--- src/rtl/dds_sweep_ctrl.sv ---
// Stepped frequency-sweep scheduler feeding the DDS accumulator m/set load port.
// Optional `DDS_SWEEP_LOOP_EN: restart from start_m instead of finishing.
module dds_sweep_ctrl #(
  parameter int M_W     = 32,
  parameter int DWELL_W = 24
) (
  input  logic               clk,
  input  logic               rst,
  input  logic [M_W-1:0]     start_m,
  input  logic [M_W-1:0]     stop_m,
  input  logic [M_W-1:0]     step_m,
  input  logic [DWELL_W-1:0] dwell,
  input  logic               go,
  input  logic               abort,
  output logic [M_W-1:0]     m,
  output logic               set,
  output logic               busy,
  output logic               done,
  output logic               error
);

  typedef enum logic [1:0] {
    S_IDLE  = 2'd0,
    S_DWELL = 2'd1,
    S_DONE  = 2'd2
  } state_t;

  localparam logic [DWELL_W-1:0] CNT_ONE = {{(DWELL_W-1){1'b0}}, 1'b1};

  state_t             state_q, state_d;
  logic [M_W-1:0]     m_q, m_d;
  logic [M_W-1:0]     stop_q, stop_d;
  logic [M_W-1:0]     step_q, step_d;
`ifdef DDS_SWEEP_LOOP_EN
  logic [M_W-1:0]     start_q, start_d;
`endif
  logic [DWELL_W-1:0] cnt_q, cnt_d;
  logic [DWELL_W-1:0] dw_q, dw_d;
  logic               set_q, set_d;
  logic               busy_q, busy_d;
  logic               done_q, done_d;
  logic               error_q, error_d;

  logic               cfg_ok_s;
  logic [DWELL_W-1:0] dwell_eff_s;
  logic [M_W:0]       nxt_s;
  logic               nxt_ok_s;
  logic               step_end_s;

  // The extra carry bit keeps a wrapped tuning word from ever passing the bound check.
  assign cfg_ok_s    = (step_m != {M_W{1'b0}}) && (start_m <= stop_m);
  assign dwell_eff_s = (dwell == {DWELL_W{1'b0}}) ? CNT_ONE : dwell;
  assign nxt_s       = {1'b0, m_q} + {1'b0, step_q};
  assign nxt_ok_s    = (nxt_s <= {1'b0, stop_q});
  assign step_end_s  = (cnt_q == CNT_ONE);

  // State register.
  always_ff @(posedge clk or posedge rst) begin
    if (rst) begin
      state_q <= S_IDLE;
    end else begin
      state_q <= state_d;
    end
  end

  // Next-state logic.
  always_comb begin
    state_d = state_q;
    case (state_q)
      S_IDLE: begin
        if (!abort && go && cfg_ok_s) begin
          state_d = S_DWELL;
        end else begin
          state_d = S_IDLE;
        end
      end
      S_DWELL: begin
        if (abort) begin
          state_d = S_IDLE;
        end else if (step_end_s && !nxt_ok_s) begin
`ifdef DDS_SWEEP_LOOP_EN
          state_d = S_DWELL;
`else
          state_d = S_DONE;
`endif
        end else begin
          state_d = S_DWELL;
        end
      end
      S_DONE:  state_d = S_IDLE;
      default: state_d = S_IDLE;
    endcase
  end

  // Output and datapath next values; done/busy change on the DWELL->DONE edge.
  always_comb begin
    m_d     = m_q;
    stop_d  = stop_q;
    step_d  = step_q;
`ifdef DDS_SWEEP_LOOP_EN
    start_d = start_q;
`endif
    cnt_d   = cnt_q;
    dw_d    = dw_q;
    set_d   = 1'b0;
    busy_d  = busy_q;
    done_d  = 1'b0;
    error_d = 1'b0;
    if (abort) begin
      busy_d = 1'b0;
      cnt_d  = {DWELL_W{1'b0}};
    end else begin
      case (state_q)
        S_IDLE: begin
          if (go && cfg_ok_s) begin
            m_d     = start_m;
            stop_d  = stop_m;
            step_d  = step_m;
`ifdef DDS_SWEEP_LOOP_EN
            start_d = start_m;
`endif
            dw_d    = dwell_eff_s;
            cnt_d   = dwell_eff_s;
            set_d   = 1'b1;
            busy_d  = 1'b1;
          end else if (go) begin
            error_d = 1'b1;
          end else begin
            busy_d = 1'b0;
          end
        end
        S_DWELL: begin
          if (step_end_s && nxt_ok_s) begin
            m_d   = nxt_s[M_W-1:0];
            set_d = 1'b1;
            cnt_d = dw_q;
          end else if (step_end_s) begin
`ifdef DDS_SWEEP_LOOP_EN
            m_d    = start_q;
            set_d  = 1'b1;
            cnt_d  = dw_q;
`else
            busy_d = 1'b0;
            done_d = 1'b1;
            cnt_d  = {DWELL_W{1'b0}};
`endif
          end else begin
            cnt_d = cnt_q - CNT_ONE;
          end
        end
        S_DONE: begin
          busy_d = 1'b0;
        end
        default: begin
          busy_d = 1'b0;
          cnt_d  = {DWELL_W{1'b0}};
        end
      endcase
    end
  end

  // Datapath and output registers.
  always_ff @(posedge clk or posedge rst) begin
    if (rst) begin
      m_q     <= {M_W{1'b0}};
      stop_q  <= {M_W{1'b0}};
      step_q  <= {M_W{1'b0}};
`ifdef DDS_SWEEP_LOOP_EN
      start_q <= {M_W{1'b0}};
`endif
      cnt_q   <= {DWELL_W{1'b0}};
      dw_q    <= {DWELL_W{1'b0}};
      set_q   <= 1'b0;
      busy_q  <= 1'b0;
      done_q  <= 1'b0;
      error_q <= 1'b0;
    end else begin
      m_q     <= m_d;
      stop_q  <= stop_d;
      step_q  <= step_d;
`ifdef DDS_SWEEP_LOOP_EN
      start_q <= start_d;
`endif
      cnt_q   <= cnt_d;
      dw_q    <= dw_d;
      set_q   <= set_d;
      busy_q  <= busy_d;
      done_q  <= done_d;
      error_q <= error_d;
    end
  end

  assign m     = m_q;
  assign set   = set_q;
  assign busy  = busy_q;
  assign done  = done_q;
  assign error = error_q;

endmodule

--- config.mk ---
export PLATFORM = sky130hd
export DESIGN_NAME = dds_sweep_ctrl
export DESIGN_NICKNAME = d
export VERILOG_FILES = /design/src/rtl/dds_sweep_ctrl.sv
export SDC_FILE = /design/constraint.sdc
export NUM_CORES = 1
export LEC_CHECK = 0
export CELL_PAD_IN_SITES_DETAIL_PLACEMENT = 1
export CELL_PAD_IN_SITES_GLOBAL_PLACEMENT = 2
export CORE_ASPECT_RATIO = 0.9
export CORE_UTILIZATION = 36
export DETAILED_ROUTE_END_ITERATION = 8
export PLACE_DENSITY = 0.95
export SLEW_MARGIN = 20
export SYNTH_ARGS = -nofsm -noshare
export SYNTH_HDL_FRONTEND = slang
export SYNTH_SLANG_ARGS = --single-unit
--- constraint.sdc ---
create_clock -name clk -period 13.4 [get_ports clk]
set_input_delay 3.35 -clock clk [delete_from_list [all_inputs] [get_ports clk]]
set_output_delay 3.35 -clock clk [all_outputs]
set_load 0.01 [all_outputs]
==> reports/results.txt <==
design area - 0.0128 mm^2
clock sinks - 150
row cnt - 58
Synth Area in Compound Gates - 0.189
vias - 9240
ant diodes - 0
first-pass GRT wire length - 53700 um
pwr dens - 224 mW/mm^2
Max Fanout on Critical Path - 35
Synthesis Warnings - 0
adder-cell area share of the yosys netlist - 0.121
mux contribution to synthesized area - 0.0622
DP HPWL - 25800 um
initial antenna violation count - 0
CTS Hold Bufs - 0
Worst-path clk slew - 0.08 ns
Synth Area in Simple Gates - 0.168
1st-iter DRT viols - 491
r2r setup slk - 7.24 ns
drt first pass iters - 4
WL per Instance - 20.2 um
final hold violation count - 0
Clock Tree Buf Depth - 2
initial core utilization - 0.368
Max Fclk - 0.143 GHz
Synth Flop Type - dfrtp_1
Avg Inst Size Synth - 9.06 um^2
Area after DPL - 0.0122 mm^2
CP Class - input port to flip-flop
Final setup viols - 0
Worst Setup Start Kind - input port
combinational family with the most area after synthesis - compound AO/OA/AOI/OAI gates
Clock Skew - 0.0206 ns
Num CTS Buffers - 17
Synth Register Bits - 150
syn_nets - 1360
Peak supply drop - 89.5 uV
I/O Pins - 160
post-route ant nets - 0
Post-CTS Setup Inserts - 0
RSZ-0062 raised after global routing - false
Syn-to-layout area delta - 23.8%
pin count of the biggest net entering global routing - 78
min Tclk post-route - 7.00 ns
Clk Tree Root Cell - clkbuf_16
XOR/XNOR Fraction of Synth Area - 0.0400
Final nets - 1503
setup TNS - 0 ns
I/O Buffers - 159
CTS tree - done
Worst EP required - 13.75 ns
Detailed Route WL - 33400 um
slew at the pin closest to its max-slew limit - 0.997 ns
die area - 0.0293 mm^2
H-tree depth - 4
post-synth cell types - 74
core area - 0.0280 mm^2
final period utilization - 0.523
Pleak - 5.58 nW
DIE HEIGHT - 162 um
max_cap viols - 0
Worst Hold Class - flip-flop to flip-flop
post-route DRC violation count - 0
final RePlAce weighted congestion - 0.838
Rel. slew slack - 0.333
max-slew violation count - 0
vias in the first global route - 9787
sequential area share after synthesis - 0.364
vias per inst - 5.59
Total GRT Usage - 0.236
Die Wd - 180 um
outcome - completed
hold slack - 0.480 ns
Skew-Pair Late Insertion Delay - 0.46 ns
mapped cell area - 0.0103 mm^2
GRT overflow - 0
post-layout util - 0.455
Gate Count Post-Synth - 1137
asr flop ratio synth - 1.00
number of flops mapped to enable cells by yosys - 0
proportion of layout cells with a drive suffix above 1 - 0.102
PostCTS Resize Cnt - 0
worst path arrival time - 7.35 ns
crit end category - flip-flop
stage by stage:
stage          setup slack [ns]  std cells  power [W]
2_1_floorplan              6.01       1137    0.00182
3_3_place_gp               6.01       1621    0.00228
3_5_place_dp               5.95       1621    0.00235
4_1_cts                    6.42       1653    0.00287
5_1_grt                    6.20       1653    0.00308
6_report                   6.40       1653    0.00286
cell families after synthesis:
| logic type | after synthesis |
|---|---|
| buffers and inverters | 128 |
| muxes | 57 |
| xor gates and xnor gates | 47 |
| DFF | 150 |
| AOI/OAI and AO/OA | 282 |
| and+or+nand+nor | 374 |
| adders and majority gates | 99 |
registers in the layout (all words and copies together) (netlist names), 2 cells and up:
| name | cells |
|---|---|
| cnt_q | 24 |
| dw_q | 24 |
| m | 32 |
| state_q | 2 |
| step_q | 32 |
| stop_q | 32 |
layout by cell type (no fill, tap or decap), types with 19 or more instances in the layout:
master,count
a21o_1,19
a21oi_1,57
a31oi_1,32
clkdlybuf4s50_1,159
dfrtp_1,150
ha_1,98
inv_1,84
mux2_2,56
nand2_1,144
nand3_1,24
nand4_1,22
nor2_1,97
nor4_1,27
o21ai_0,67
xnor2_1,33
critical path: stages:
cell             delay (ns)
clkdlybuf4s50_1        0.45
inv_1                  0.09
ha_1                   0.31
nand4_1                0.23
inv_1                  0.07
a221o_1                0.38
a211o_1                0.34
o211a_1                0.24
nor2_2                 0.41
o21a_2                 0.61
buf_4                  0.45
o21ai_0                0.14
a41o_1                 0.22
cell type report:
class	count	area [um^2]
Timing Repair Buffer	167	1650
Fill cell	3263	15300
Clock buffer	18	439
Sequential cell	150	3750
Clock inverter	14	150
Multi-Input combinational cell	859	5990
Inverter	85	324
Tap cell	360	450
path summary, 6_finish.rpt:
check / startpoint / to / depth (start not counted)
setup / recovery: stop_m[27] / m[29] / 13
hold / removal: dw_q[21] / dw_q[21] / 2
setup reg to reg: m[10] / m[29] / 20
hold reg to reg: dw_q[21] / dw_q[21] / 2
max in group asynchronous: rst / cnt_q[5] / 3
min in group asynchronous: rst / stop_q[7] / 2
metal layers:
metal | part of all wire | up-vias | routed length, um | global-route usage
li1 | - | 4382 | - | -
met1 | 0.46 | 4615 | 15500 | 0.311
met2 | 0.47 | 195 | 15700 | 0.393
met3 | 0.043 | 48 | 1450 | 0.0396
met4 | 0.023 | 0 | 769 | 0.0812
met5 | 0 | - | 0 | 0
cell usage after synthesis (14+ instances only):
master      n  area share
nand2_1   145       0.053
nor4_1     27       0.016
a21oi_1    57       0.028
nand3_1    24       0.012
a21o_1     19       0.014
clkbuf_1   21      0.0077
nor3_1     14      0.0068
a31oi_1    32       0.019
nand4_1    22       0.013
mux2_2     56       0.061
a211oi_1   17       0.012
o21ai_0    67       0.033
xnor2_1    33       0.028
inv_1      85       0.031
dfrtp_1   150        0.36
ha_1       98        0.12
nor2_1     98       0.036
xor2_1     14       0.012
where the power goes:
group / switching [W] / internal [W]
Sequential: 0.000118 / 0.000583
Combinational: 0.000940 / 0.000719
Clock: 0.000229 / 0.000270
(Power assumes the default switching activity.)
